===== src/rtl/pipe_stage_reg.sv =====
// Generic inter-stage pipeline register with stall, flush, interrupt and optional skid.
// Define PIPE_SKID_EN to add one skid entry and a registered in_ready.
module pipe_stage_reg #(
  parameter int unsigned DATA_W = 32,
  parameter int unsigned OP_W = 8,
  parameter int unsigned TNEW_W = 3,
  parameter logic [OP_W-1:0] NOP_OP = OP_W'(43),
  parameter logic [4:0] NONE_EXC = 5'd31,
  parameter logic [31:0] RESET_PC = 32'h0000_3000,
  parameter logic [31:0] INT_PC = 32'h0000_4180
) (
  input  logic              clk,
  input  logic              reset,
  input  logic              int_req,
  input  logic              flush,
  input  logic              in_valid,
  output logic              in_ready,
  input  logic [31:0]       in_pc,
  input  logic [OP_W-1:0]   in_op,
  input  logic [DATA_W-1:0] in_data,
  input  logic              in_regwrite,
  input  logic              in_memwrite,
  input  logic [TNEW_W-1:0] in_tnew,
  input  logic [4:0]        in_exc,
  input  logic              in_bd,
  output logic              out_valid,
  input  logic              out_ready,
  output logic [31:0]       out_pc,
  output logic [OP_W-1:0]   out_op,
  output logic [DATA_W-1:0] out_data,
  output logic              out_regwrite,
  output logic              out_memwrite,
  output logic [TNEW_W-1:0] out_tnew,
  output logic [4:0]        out_exc,
  output logic              out_bd
);

  typedef struct packed {
    logic [31:0]       pc;
    logic [OP_W-1:0]   op;
    logic [DATA_W-1:0] data;
    logic              regwrite;
    logic              memwrite;
    logic [TNEW_W-1:0] tnew;
    logic [4:0]        exc;
    logic              bd;
  } ent_t;

  ent_t main_q, main_d;
  ent_t in_ent, bub_ent, rst_ent, int_ent;
  logic valid_q, valid_d;
  logic advance;

  always_comb begin
    in_ent.pc = in_pc;
    in_ent.op = in_op;
    in_ent.data = in_data;
    in_ent.regwrite = in_regwrite;
    in_ent.memwrite = in_memwrite;
    in_ent.tnew = (in_tnew == '0) ? '0
                : in_tnew - TNEW_W'(1);
    in_ent.exc = in_exc;
    in_ent.bd = in_bd;
  end

  // Bubbles keep pc/bd so a later exception reports a correct EPC
  always_comb begin
    bub_ent.pc = in_pc;
    bub_ent.op = NOP_OP;
    bub_ent.data = '0;
    bub_ent.regwrite = 1'b0;
    bub_ent.memwrite = 1'b0;
    bub_ent.tnew = '0;
    bub_ent.exc = NONE_EXC;
    bub_ent.bd = in_bd;
  end

  always_comb begin
    rst_ent = bub_ent;
    rst_ent.pc = RESET_PC;
    rst_ent.bd = 1'b0;
    int_ent = rst_ent;
    int_ent.pc = INT_PC;
  end

  assign advance = out_ready | ~valid_q;

`ifdef PIPE_SKID_EN
  ent_t skid_q, skid_d;
  logic skid_v_q, skid_v_d;

  assign in_ready = ~skid_v_q;

  always_comb begin
    main_d = main_q;
    valid_d = valid_q;
    skid_d = skid_q;
    skid_v_d = skid_v_q;
    if (int_req) begin
      main_d = int_ent;
      valid_d = 1'b0;
      skid_v_d = 1'b0;
    end else if (flush) begin
      main_d = bub_ent;
      valid_d = 1'b0;
      skid_v_d = 1'b0;
    end else if (advance) begin
      if (skid_v_q) begin
        main_d = skid_q;
        valid_d = 1'b1;
        skid_v_d = 1'b0;
      end else if (in_valid) begin
        main_d = in_ent;
        valid_d = 1'b1;
      end else begin
        main_d = bub_ent;
        valid_d = 1'b0;
      end
    end else if (in_valid && !skid_v_q) begin
      skid_d = in_ent;
      skid_v_d = 1'b1;
    end
  end

  always_ff @(posedge clk or negedge reset) begin
    if (!reset) begin
      skid_q <= rst_ent;
      skid_v_q <= 1'b0;
    end else begin
      skid_q <= skid_d;
      skid_v_q <= skid_v_d;
    end
  end
`else
  assign in_ready = advance;

  always_comb begin
    main_d = main_q;
    valid_d = valid_q;
    if (int_req) begin
      main_d = int_ent;
      valid_d = 1'b0;
    end else if (flush) begin
      main_d = bub_ent;
      valid_d = 1'b0;
    end else if (advance) begin
      if (in_valid) begin
        main_d = in_ent;
        valid_d = 1'b1;
      end else begin
        main_d = bub_ent;
        valid_d = 1'b0;
      end
    end
  end
`endif

  always_ff @(posedge clk or negedge reset) begin
    if (!reset) begin
      main_q <= rst_ent;
      valid_q <= 1'b0;
    end else begin
      main_q <= main_d;
      valid_q <= valid_d;
    end
  end

  assign out_valid = valid_q;
  assign out_pc = main_q.pc;
  assign out_op = main_q.op;
  assign out_data = main_q.data;
  assign out_regwrite = main_q.regwrite;
  assign out_memwrite = main_q.memwrite;
  assign out_tnew = main_q.tnew;
  assign out_exc = main_q.exc;
  assign out_bd = main_q.bd;

endmodule


===== config.mk =====
export PLATFORM = sky130hd
export DESIGN_NAME = pipe_stage_reg
export DESIGN_NICKNAME = d
export VERILOG_FILES = /design/src/rtl/pipe_stage_reg.sv
export SDC_FILE = /design/constraint.sdc
export NUM_CORES = 1
export LEC_CHECK = 0
export ABC_AREA = 1
export CAP_MARGIN = 20
export CORE_ASPECT_RATIO = 0.6
export CORE_MARGIN = 2
export CORE_UTILIZATION = 41
export CTS_CLUSTER_DIAMETER = 100
export DETAILED_ROUTE_END_ITERATION = 10
export PLACE_DENSITY = 0.81
export SYNTH_ARGS = -nofsm -noshare
export SYNTH_HDL_FRONTEND = slang
export SYNTH_SLANG_ARGS = --single-unit

===== constraint.sdc =====
create_clock -name clk -period 1.4 [get_ports clk]
set_clock_uncertainty 0.15 [all_clocks]
set_input_delay 0.21 -clock clk [delete_from_list [all_inputs] [get_ports clk]]
set_output_delay 0.21 -clock clk [all_outputs]
set_load 0.02 [all_outputs]

==> After elaboration in Yosys (flattened, before gate mapping) <==
Index checks and enable logic that the tools add are counted.
{ "totals": {"input_bits": 89, "ff_bits": 84} }
{ "classes": {"muxes": 9, "n_reduce_logical": 2, "add_sub_neg": 1, "bitwise_logic": 2} }
{ "ops": {"columns": ["cell", "n"], "rows": [
  ["$mux W83", 3],
  ["$mux W51", 1],
  ["$mux W1", 4],
  ["$logic_not A3 Y1", 1],
  ["$mux W3", 1],
  ["$reduce_bool A3 Y1", 1],
  ["$sub A3 B1 Y3 const B", 1],
  ["$not A1 Y1", 1],
  ["$or A1 B1 Y1", 1]
]} }

==> Logic depth before layout (Yosys ltp) <==
{ "depth": {"word_depth": 6, "ltp_mapped": 6, "ltp_nobuf": 5} }

==> Worst setup path after synthesis <==
Ideal clock, no wire load.
{ "synth_timing": {"kind": "flip-flop to output port", "from": "reg valid_q, in the netlist out_valid", "to": "out in_ready", "arrival_time_ns": 1.106, "required_ns": 1.040, "setup_slack_ns": -0.066, "path_buffers": 1, "path_stages_with_launch": 5, "cell_sequence": "dfrtp_1 inv_1 nor2_4 clkbuf_1 inv_1"} }
{ "synth_between": {"elab_chain_cells": 2} }
{ "synth_rtl": {"columns": ["element", "line_no", "source"], "rows": [
  ["from (decl)", "51", "logic valid_q, valid_d;"],
  ["from (signal assigned)", "164", "valid_q <= valid_d;"],
  ["$not A1 Y1", "86", "assign advance = out_ready | ~valid_q;"],
  ["$or A1 B1 Y1", "86", null],
  ["to (decl)", "17", "output logic in_ready,"]
]} }
No other way between the ends.

==> Worst setup path in the final report <==
{ "layout_timing": {"from": "reg valid_q, in the netlist out_valid", "to": "reg main_q (netlist bit out_pc[19])"} }
{ "layout_between": {"elab_chain_cells": 3} }
{ "layout_rtl": {"columns": ["element", "line_no", "source"], "rows": [
  ["$not A1 Y1", "86", null],
  ["$or A1 B1 Y1", "86", null],
  ["$reduce_bool A3 Y1 (no source line)", null, null],
  ["to (signal assigned)", "160", "main_q <= rst_ent;"],
  ["to (signal assigned)", "163", "main_q <= main_d;"],
  ["to (decl)", "49", "ent_t main_q, main_d;"]
]} }
No other way between the ends.
A chain may end at the register's enable or synchronous reset.

==> reports/results.txt <==
Clock transition at path regs: 0.06 ns
crit share post-route: 1.05
routed wire length per instance: 17.4 um
endpoints failing setup: 33
cell row count: 26
Crit Path Max Fanout: 7
vias in the first global route: 3599
clock buffer depth: 2
Syn Nets: 492
Antenna Nets Post-Route: 0
Tot Pwr: 5.92 mW
CP required: 1.47 ns
Maximum Capacitance Violations: 0
most frequent cells in the layout: nand2_1, clkdlybuf4s50_1, nand3_1, dfrtp_1, clkbuf_2
fin worst setup slack: -0.0720 ns
multi-input logic area: 1510 um2
Post-Synthesis Cells: 401
Peak VDD IR: 0.000666 V
initial antenna violation count: 0
outcome: complete, but fails checks
min Tclk post-route: 1.47 ns
die height: 76.5 um
Die W: 125 um
Slew Limit Fails: 0
I/O Buffers: 173
final instance area: 6120 um2
Peak Freq: 679 MHz
Initial DRC Count: 190
Tightest Hold Check Type: in2reg
initial core utilization: 0.422
Register Area: 2120 um2
Yosys reg bits: 84
largest net degree at the start of global routing: 85
CTS buffer count: 9
layout cells sized above 1: 0.331
Seq/Total Area, Yosys: 0.588
RSZ-0062 raised after global routing: yes
WP data arrival: 1.55 ns
total number of vias: 3614
H-tree levels: 3
vias per cell: 5.08
failing checks: negative setup slack
Post-DP HPWL: 7.13 mm
Crit Path Class: reg2reg
global-route wire length before repair: 19.1 mm
synthesis-to-layout area growth: 70.1%
ANT cells: 0
Rel. slew slack: 0.693
Tot GR Track Use: 0.256
Worst setup EP type: register
RePlAce Congestion: 0.770
CTS tree: done
P_leak: 3.08 nW
Ys Warns: 0
post-synth cell types: 18
average cell area after synthesis: 8.97 um2
PwrDens: 968 nW/um2
Root Buffer Master: clkbuf_16
# IOs: 174
most common cell after layout, fill and taps aside: nand2_1
DIE AREA: 9560 um2
number of fill cells: 649
Synth Cell Area: 3600 um2
Clk Latency, worst-skew pair: 0.34 ns
DRC viols: 0
core box area: 8520 um2
clock sink total: 84
CP Launch Type: register
worst-margin pin slew: 0.460 ns
Cell Area, Placed: 5440 um2
fin nets: 685
remaining global-route overflow: 0
Place WS: -0.683 ns
Post-Route WL: 12.4 mm
DRT Pass-1 Iters: 4
endpoints failing hold: 0
==> flip-flops by register name, summed over array words and instances, names as in the netlist <==
name	flops
out_data	32
out_pc	32
out_op	8
out_exc	5
out_tnew	3
out_bd	1
out_memwrite	1
out_regwrite	1
out_valid	1
==> synthesized netlist by cell type <==
| cell type | number | share of area |
|---|---|---|
| clkbuf_1 | 1 | 0.0010 |
| nor2_1 | 2 | 0.0021 |
| buf_4 | 8 | 0.017 |
| nand2_2 | 1 | 0.0017 |
| buf_1 | 2 | 0.0021 |
| buf_2 | 15 | 0.021 |
| nor2_4 | 3 | 0.0094 |
| nand2_1 | 138 | 0.14 |
| inv_1 | 14 | 0.015 |
| o21ai_0 | 3 | 0.0042 |
| ha_1 | 2 | 0.0070 |
| nand3_1 | 113 | 0.16 |
| buf_6 | 4 | 0.013 |
| clkbuf_2 | 1 | 0.0014 |
| nand4_1 | 9 | 0.016 |
| dfstp_2 | 11 | 0.080 |
| clkinv_1 | 1 | 0.0010 |
| dfrtp_1 | 73 | 0.51 |
==> metal layers <==
layer	vias up	part of all wire	track usage
met3	7	0.11	0.0927
met5	-	0	0
met1	1734	0.40	0.333
met4	0	0.0069	0.0544
met2	174	0.49	0.415
li1	1699	-	-
==> through the flow <==
stage                     hold slack [ns]  cells  TNS [ns]   util
after floorplan                    -0.236    401         0      -
after global placement              0.122    671    -39.73  0.638
after detailed placement            0.124    671    -43.48  0.638
after CTS                           0.244    704     -8.69  0.712
after global routing                0.248    711     -3.75  0.718
final                               0.255    711    -0.975  0.718
==> power breakdown <==
group          internal (mW)  total [mW]  switching, mW
Sequential              2.54        2.60         0.0621
Combinational          0.471       0.972          0.501
Clock                   1.43        2.35          0.924
Total                   4.43        5.92           1.49
==> area by class of cell <==
class,instances,share of cell area
clock buffer,12,0.0403
clock inverter,4,0.00798
inverter,15,0.00921
multi-input combinational,274,0.248
sequential,84,0.346
tap,112,0.0229
timing repair buffer,210,0.326
==> kinds of logic after synthesis <==
group	share of synthesized area
AO/OA/AOI/OAI	0.00417
adder cells (fa/ha/maj)	0.00696
buffers and inverters	0.0703
flip-flops	0.588
AND/OR/NAND/NOR	0.330
==> worst max-delay path: stages (launching register included) <==
cell and delay [ns]:
dfrtp_1 0.36, inv_2 0.05, nor2_4 0.11, buf_6 0.14
buf_12 0.13, nand2_8 0.11, clkbuf_16 0.19, nand3_2 0.06
nand2_1 0.06
==> repair_timing <==
item | CTS | global route
hold endpoints to repair | 73 | 0
pin swaps | 10 | 29
setup endpoints to repair | 159 | 145
setup buffers | 7 | 9
hold buffers | 1 | 0
gates resized for setup | 236 | 133
gates cloned | 9 | 1
==> worst paths after layout <==
path                           endpoint  cells after the start  slack (ns)         from
max                          out_pc[19]                      8       -0.07    out_valid
min                        out_data[31]                      3        0.25  in_data[31]
max reg2reg                  out_pc[19]                      8       -0.07    out_valid
min reg2reg                  out_exc[3]                      2        0.33   out_exc[3]
max in group asynchronous     out_op[0]                      3        0.42        reset
min in group asynchronous  out_data[27]                      3        0.27        reset
Note: power is estimated with default switching activity, not from simulation.
